<file path="src/rtl/sd_ctrl_pkg.sv">
// Shared types for the SD sector arbiter: controller states, captured
// operation kind, sector address width and the round-robin grant rule.
package sd_ctrl_pkg;

  localparam int unsigned LBA_W = 32;

  typedef enum logic [1:0] {
    ST_IDLE,
    ST_ISSUE,
    ST_XFER,
    ST_DONE
  } state_t;

  typedef enum logic {
    OP_RD,
    OP_WR
  } op_t;

  // With both requesters pending, the one not granted last wins.
  function automatic logic rr_pick(input logic [1:0] pend, input logic last);
    if (&pend) return ~last;
    return pend[1];
  endfunction

endpackage

</file>
<file path="src/rtl/sd_req_latch.sv">
// Per-requester front end: strobe edge detection, pending flag and
// capture of the operation and sector address.
module sd_req_latch
  import sd_ctrl_pkg::*;
(
  input  logic             clk,
  input  logic             rst,
  input  logic             rd,
  input  logic             wr,
  input  logic [LBA_W-1:0] lba,
  input  logic             clear,
  output logic             pend,
  output logic             op,
  output logic [LBA_W-1:0] lba_q
);

  logic rd_d;
  logic wr_d;
  logic rd_rise;
  logic wr_rise;
  logic accept;
  op_t  op_q;

  assign rd_rise = rd & ~rd_d;
  assign wr_rise = wr & ~wr_d;
  // Clearing in the completion cycle frees the slot for an edge in that same cycle.
  assign accept  = (rd_rise | wr_rise) & (~pend | clear);
  assign op      = (op_q == OP_WR);

  always_ff @(posedge clk or posedge rst) begin
    if (rst) begin
      rd_d  <= 1'b0;
      wr_d  <= 1'b0;
      pend  <= 1'b0;
      op_q  <= OP_RD;
      lba_q <= '0;
    end else begin
      rd_d <= rd;
      wr_d <= wr;
      if (accept) begin
        pend  <= 1'b1;
        op_q  <= wr_rise ? OP_WR : OP_RD;
        lba_q <= lba;
      end else if (clear) begin
        pend <= 1'b0;
      end
    end
  end

endmodule

</file>
<file path="src/rtl/sd_sector_arbiter.sv">
// Arbitrates two sector requesters onto the single hps_io SD sector
// interface, with round-robin grant and an ISSUE-phase timeout.
module sd_sector_arbiter
  import sd_ctrl_pkg::*;
#(
  parameter int unsigned TIMEOUT_CYCLES = 100000000
) (
  input  logic             clk_100m,
  input  logic             reset,
  input  logic             req0_rd,
  input  logic             req0_wr,
  input  logic [LBA_W-1:0] req0_lba,
  input  logic             req1_rd,
  input  logic             req1_wr,
  input  logic [LBA_W-1:0] req1_lba,
  output logic             done0,
  output logic             done1,
  output logic             err0,
  output logic             err1,
  output logic [LBA_W-1:0] sd_lba,
  output logic             sd_rd,
  output logic             sd_wr,
  input  logic             sd_ack,
  output logic             busy,
  output logic             buf_sel
);

  localparam int unsigned     CNT_W    = (TIMEOUT_CYCLES > 1) ? $clog2(TIMEOUT_CYCLES) : 1;
  localparam logic [CNT_W-1:0] CNT_LAST = CNT_W'(TIMEOUT_CYCLES - 1);

  state_t           state;
  state_t           state_nx;
  logic [1:0]       pend;
  logic [1:0]       op_wr;
  logic [1:0]       clear;
  logic [LBA_W-1:0] lba_q0;
  logic [LBA_W-1:0] lba_q1;
  logic             grant;
  logic             grant_nx;
  logic             last_grant;
  op_t              op_cur;
  logic             err_flag;
  logic [CNT_W-1:0] cnt;
  logic             timed_out;

  sd_req_latch u_req0 (
    .clk   (clk_100m),
    .rst   (reset),
    .rd    (req0_rd),
    .wr    (req0_wr),
    .lba   (req0_lba),
    .clear (clear[0]),
    .pend  (pend[0]),
    .op    (op_wr[0]),
    .lba_q (lba_q0)
  );

  sd_req_latch u_req1 (
    .clk   (clk_100m),
    .rst   (reset),
    .rd    (req1_rd),
    .wr    (req1_wr),
    .lba   (req1_lba),
    .clear (clear[1]),
    .pend  (pend[1]),
    .op    (op_wr[1]),
    .lba_q (lba_q1)
  );

  assign grant_nx  = rr_pick(pend, last_grant);
  assign timed_out = (cnt == CNT_LAST);

  always_ff @(posedge clk_100m or posedge reset) begin
    if (reset) state <= ST_IDLE;
    else       state <= state_nx;
  end

  // An acknowledge in the last ISSUE cycle still wins over the timeout.
  always_comb begin
    state_nx = state;
    unique case (state)
      ST_IDLE:  if (|pend) state_nx = ST_ISSUE;
      ST_ISSUE: begin
        if (sd_ack)         state_nx = ST_XFER;
        else if (timed_out) state_nx = ST_DONE;
      end
      ST_XFER:  if (!sd_ack) state_nx = ST_DONE;
      ST_DONE:  state_nx = ST_IDLE;
      default:  state_nx = ST_IDLE;
    endcase
  end

  always_comb begin
    sd_rd = 1'b0;
    sd_wr = 1'b0;
    busy  = (state != ST_IDLE);
    done0 = 1'b0;
    done1 = 1'b0;
    clear = 2'b00;
    if (state == ST_ISSUE) begin
      sd_rd = (op_cur == OP_RD);
      sd_wr = (op_cur == OP_WR);
    end
    if (state == ST_DONE) begin
      done0    = ~grant;
      done1    = grant;
      clear[0] = ~grant;
      clear[1] = grant;
    end
    err0 = done0 & err_flag;
    err1 = done1 & err_flag;
  end

  always_ff @(posedge clk_100m or posedge reset) begin
    if (reset) begin
      grant      <= 1'b0;
      last_grant <= 1'b1;
      sd_lba     <= '0;
      op_cur     <= OP_RD;
      err_flag   <= 1'b0;
      cnt        <= '0;
    end else begin
      cnt <= (state == ST_ISSUE) ? cnt + CNT_W'(1) : '0;
      unique case (state)
        ST_IDLE: begin
          if (|pend) begin
            grant    <= grant_nx;
            sd_lba   <= grant_nx ? lba_q1 : lba_q0;
            op_cur   <= (grant_nx ? op_wr[1] : op_wr[0]) ? OP_WR : OP_RD;
            err_flag <= 1'b0;
          end
        end
        ST_ISSUE: if (!sd_ack && timed_out) err_flag <= 1'b1;
        ST_DONE:  last_grant <= grant;
        default:  ;
      endcase
    end
  end

  assign buf_sel = grant;

endmodule

</file>
<file path="config.mk">
export PLATFORM = sky130hd
export DESIGN_NAME = sd_sector_arbiter
export DESIGN_NICKNAME = d
export VERILOG_FILES = /design/src/rtl/sd_ctrl_pkg.sv /design/src/rtl/sd_req_latch.sv /design/src/rtl/sd_sector_arbiter.sv
export SDC_FILE = /design/constraint.sdc
export NUM_CORES = 1
export LEC_CHECK = 0
export BUFFER_PORTS_ARGS = -buffer_cell sky130_fd_sc_hd__buf_4
export CORE_MARGIN = 2
export CORE_UTILIZATION = 60
export DETAILED_ROUTE_END_ITERATION = 7
export PLACE_DENSITY = 0.95
export SLEW_MARGIN = 5
export SYNTH_ARGS = -nofsm -noshare
export SYNTH_HDL_FRONTEND = slang
export SYNTH_SLANG_ARGS = --single-unit
export TNS_END_PERCENT = 10
</file>
<file path="constraint.sdc">
create_clock -name clk_100m -period 12.75 [get_ports clk_100m]
set_clock_uncertainty 0.1 [all_clocks]
set_input_delay 1.9125 -clock clk_100m [delete_from_list [all_inputs] [get_ports clk_100m]]
set_output_delay 1.9125 -clock clk_100m [all_outputs]
set_load 0.02 [all_outputs]
</file>
==> summary.txt <==
Synthesis
  • Netlist cell types: 41
  • #FFs+latches synth: 137
  • Top FF cell, synth: dfrtp_1
  • Post-Syn Area: 5914 sq um
  • Post-Synthesis Net Count: 574
  • Post-synth ARST share: 100.0%
  • Register area share after synthesis: 57.99%
  • Synth Instances: 497
  • Post-synth EDFFs: 0
  • Syn_area_per_cell: 11.90 sq um
  • Warnings from Yosys: 0

Routing
  • DRT Wirelength: 15550 um
  • Drt first-iter violations: 293
  • DRC: 0
  • Vias post-DR: 4494
  • Via/cell ratio: 5.984
  • Router iterations before antenna repair: 6
  • ANT nets after route: 0
  • Routed wire length per instance: 20.71 um

Flow run
  • MaxCap Viol Count: 0

Pwr
  • P per Cell Area: 257.0 nW/um^2
  • VDD IR max: 0.1699 mV
  • Leak pwr: 3.468 nW

Finish
  • Post-layout util: 77.42%
  • Area delta synth->final: 26.76%
  • Fill count: 539
  • Share of layout cells above drive strength 1: 35.11%
  • Antenna cell count: 0
  • Layout net count: 682

Die
  • Die area: 10670 sq um
  • Ports: 111
  • CORE AREA: 9684 sq um
  • Standard-cell rows: 36
  • Initial Util: 61.07%
  • Width of the die: 103.3 um
  • Chip height: 103.3 um

Critical path
  • CP Max Fanout: 22
  • Worst path arrival time: 2.52 ns
  • CP max-delay cell: ha_1
  • Setup crit end kind: output port
  • Startpoint types: flip-flop
  • CP required: 10.74 ns
  • CP bufs+invs: 3
  • Top cell family by delay on the critical path: buffers and inverters
  • Crit-path max cell delay: 0.52 ns
  • Critical path type: reg -> out
  • Most frequent CP cell: inv_1
  • Crit-path cells: inv_1 > ha_1 > inv_1 > nor2_1 > buf_4

Clock tree
  • Max clock buf depth: 2
  • Clock sink total: 137
  • CTS clock-pin slew for the worst setup and hold paths: 0.06 ns
  • Worst-Skew Late Latency: 0.52 ns
  • CTS tree: done
  • Root Buffer: clkbuf_8
  • TritonCTS buffer count: 17
  • # hold bufs at CTS: 0
  • Post-CTS setup buffer count: 0
  • H-tree level count: 4
  • CTS resizes: 0

Place
  • Post-place setup slack: 8.792 ns
  • DP Wirelength: 9257 um
  • Port Buffers: 110
  • RD Place Congestion: 0.8514

STA
  • RSZ-0062 raised after global routing: no
  • Setup violators final: 0
  • Slew at the pin with the worst max-slew slack: 1.142 ns
  • Fin crit period: 4.528 ns
  • FMAX: 0.2209 GHz
  • Final hold vios: 0
  • Final Slew Violations: 0
  • Slew margin rel.: 23.67%
  • Final setup margin: 8.222 ns
  • Period utilisation layout: 35.51%
  • Total Neg Setup Slack: 0 ns

Global route
  • Global-route wire length before repair: 24630 um
  • Total gr overflow: 0
  • Vias in the first global route: 4721
  • Antenna violations before repair: 0
  • Gr usage total: 31.21%
  • Largest net degree at the start of global routing: 83

Run status
  • Status: finished clean

Hold path
  • Hold Path Class: reg -> reg
-- per-layer routing --
layer | part of all wire (%) | GRT usage [%] | vias up
met5 | 0 | 0 | -
met4 | 2.5 | 10.22 | 0
met3 | 6.2 | 8.938 | 40
met2 | 52 | 53.25 | 218
met1 | 39 | 38.65 | 2261
li1 | - | - | 1975
-- flip-flops by register name, summed over array words and instances (netlist names) --
signal and cells:
state 2, err_flag 1, u_req1.lba_q 32, u_req0.pend 1
u_req0.op 1, last_grant 1, u_req1.op 1, cnt 27
u_req1.wr_d 1, u_req1.rd_d 1, buf_sel 1, sd_lba 32
op_cur 1, u_req0.rd_d 1, u_req0.lba_q 32, u_req1.pend 1
u_req0.wr_d 1
-- cell usage after synthesis (all sizes together), types with 5 or more instances --
cell,instances,area share [%]
or3,9,0.95
nand3,8,0.68
nor4,8,0.95
inv,18,1.1
dfrtp,136,58
nand4,6,0.63
mux2,64,12
mux2i,37,6.3
a21oi,16,1.4
clkbuf,18,1.1
nand2b,5,0.53
o21ai,42,3.6
xnor2,7,1.0
nor2,16,1.0
buf,7,0.57
ha,6,1.3
nand2,52,3.3
-- final timing paths --
path,start,end,slack (ns),cells after the start
max,state[1]$_DFFE_PP0P_,sd_rd,8.22,5
min,sd_lba[29]$_DFFE_PP0P_,sd_lba[29]$_DFFE_PP0P_,0.39,2
max reg2reg,cnt[3]$_DFF_PP0_,cnt[22]$_DFF_PP0_,10.18,4
min reg2reg,sd_lba[29]$_DFFE_PP0P_,sd_lba[29]$_DFFE_PP0P_,0.39,2
max in group asynchronous,reset,sd_lba[24]$_DFFE_PP0P_,9.70,3
min in group asynchronous,reset,buf_sel$_DFFE_PP0P_,1.40,2
-- stage by stage --
stage,hold slack (ns),power [W],instances,cell area [sq um]
3_3_place_gp,0.3662,0.001338,719,6883
5_1_grt,0.4122,0.002016,751,7497
4_1_cts,0.3961,0.001927,751,7497
2_1_floorplan,0.3453,0.001148,497,5914
6_report,0.3939,0.001927,751,7497
3_5_place_dp,0.3795,0.001394,719,6883
-- report_power, final --
group          total, W  switching (W)  internal, W
combinational  0.000690       0.000376     0.000315
clock          0.000507       0.000187     0.000319
sequential     0.000730       0.000120     0.000609
-- area by class of cell --
type | count | area, sq um | area share, %
Clock buffer | 22 | 473.0 | 6.308
Inverter | 18 | 70.07 | 0.9346
Clock inverter | 10 | 141.4 | 1.886
Tap cell | 133 | 166.4 | 2.220
Timing Repair Buffer | 114 | 855.8 | 11.42
Multi-Input combinational cell | 317 | 2361 | 31.49
Sequential cell | 137 | 3430 | 45.74
-- tightest hold or removal path: stages, from the launching register on --
cell,delay (ns)
dfrtp_1,0.35
nand2_1,0.05
o21ai_0,0.06
-- cell families (layout without fill, tap and decap cells) --
kind of cell | after synthesis | count (layout) | share of synthesized area (%)
adders and majority gates | 6 | 6 | 1.269
muxes | 101 | 101 | 18.45
and+or+nand+nor | 125 | 125 | 10.68
buffers and inverters | 43 | 164 | 2.856
DFF | 137 | 137 | 57.99
xor gates and xnor gates | 10 | 10 | 1.481
AOI/OAI and AO/OA | 75 | 75 | 7.278
-- placed cells by master, fill, tap and decap left out, types with 4 or more instances in the layout --
cell	instances
dfrtp_1	136
buf_4	114
mux2_2	64
nand2_1	52
o21ai_0	41
mux2i_1	37
inv_1	17
nor2_1	16
clkbuf_16	16
a21oi_1	14
or3_1	9
nand3_1	8
nor4_1	7
xnor2_1	7
nand4_1	6
ha_1	6
nand2b_1	5
clkbuf_8	5
and2_1	4
o31ai_1	4
or4_1	4
(Power assumes the default switching activity.)
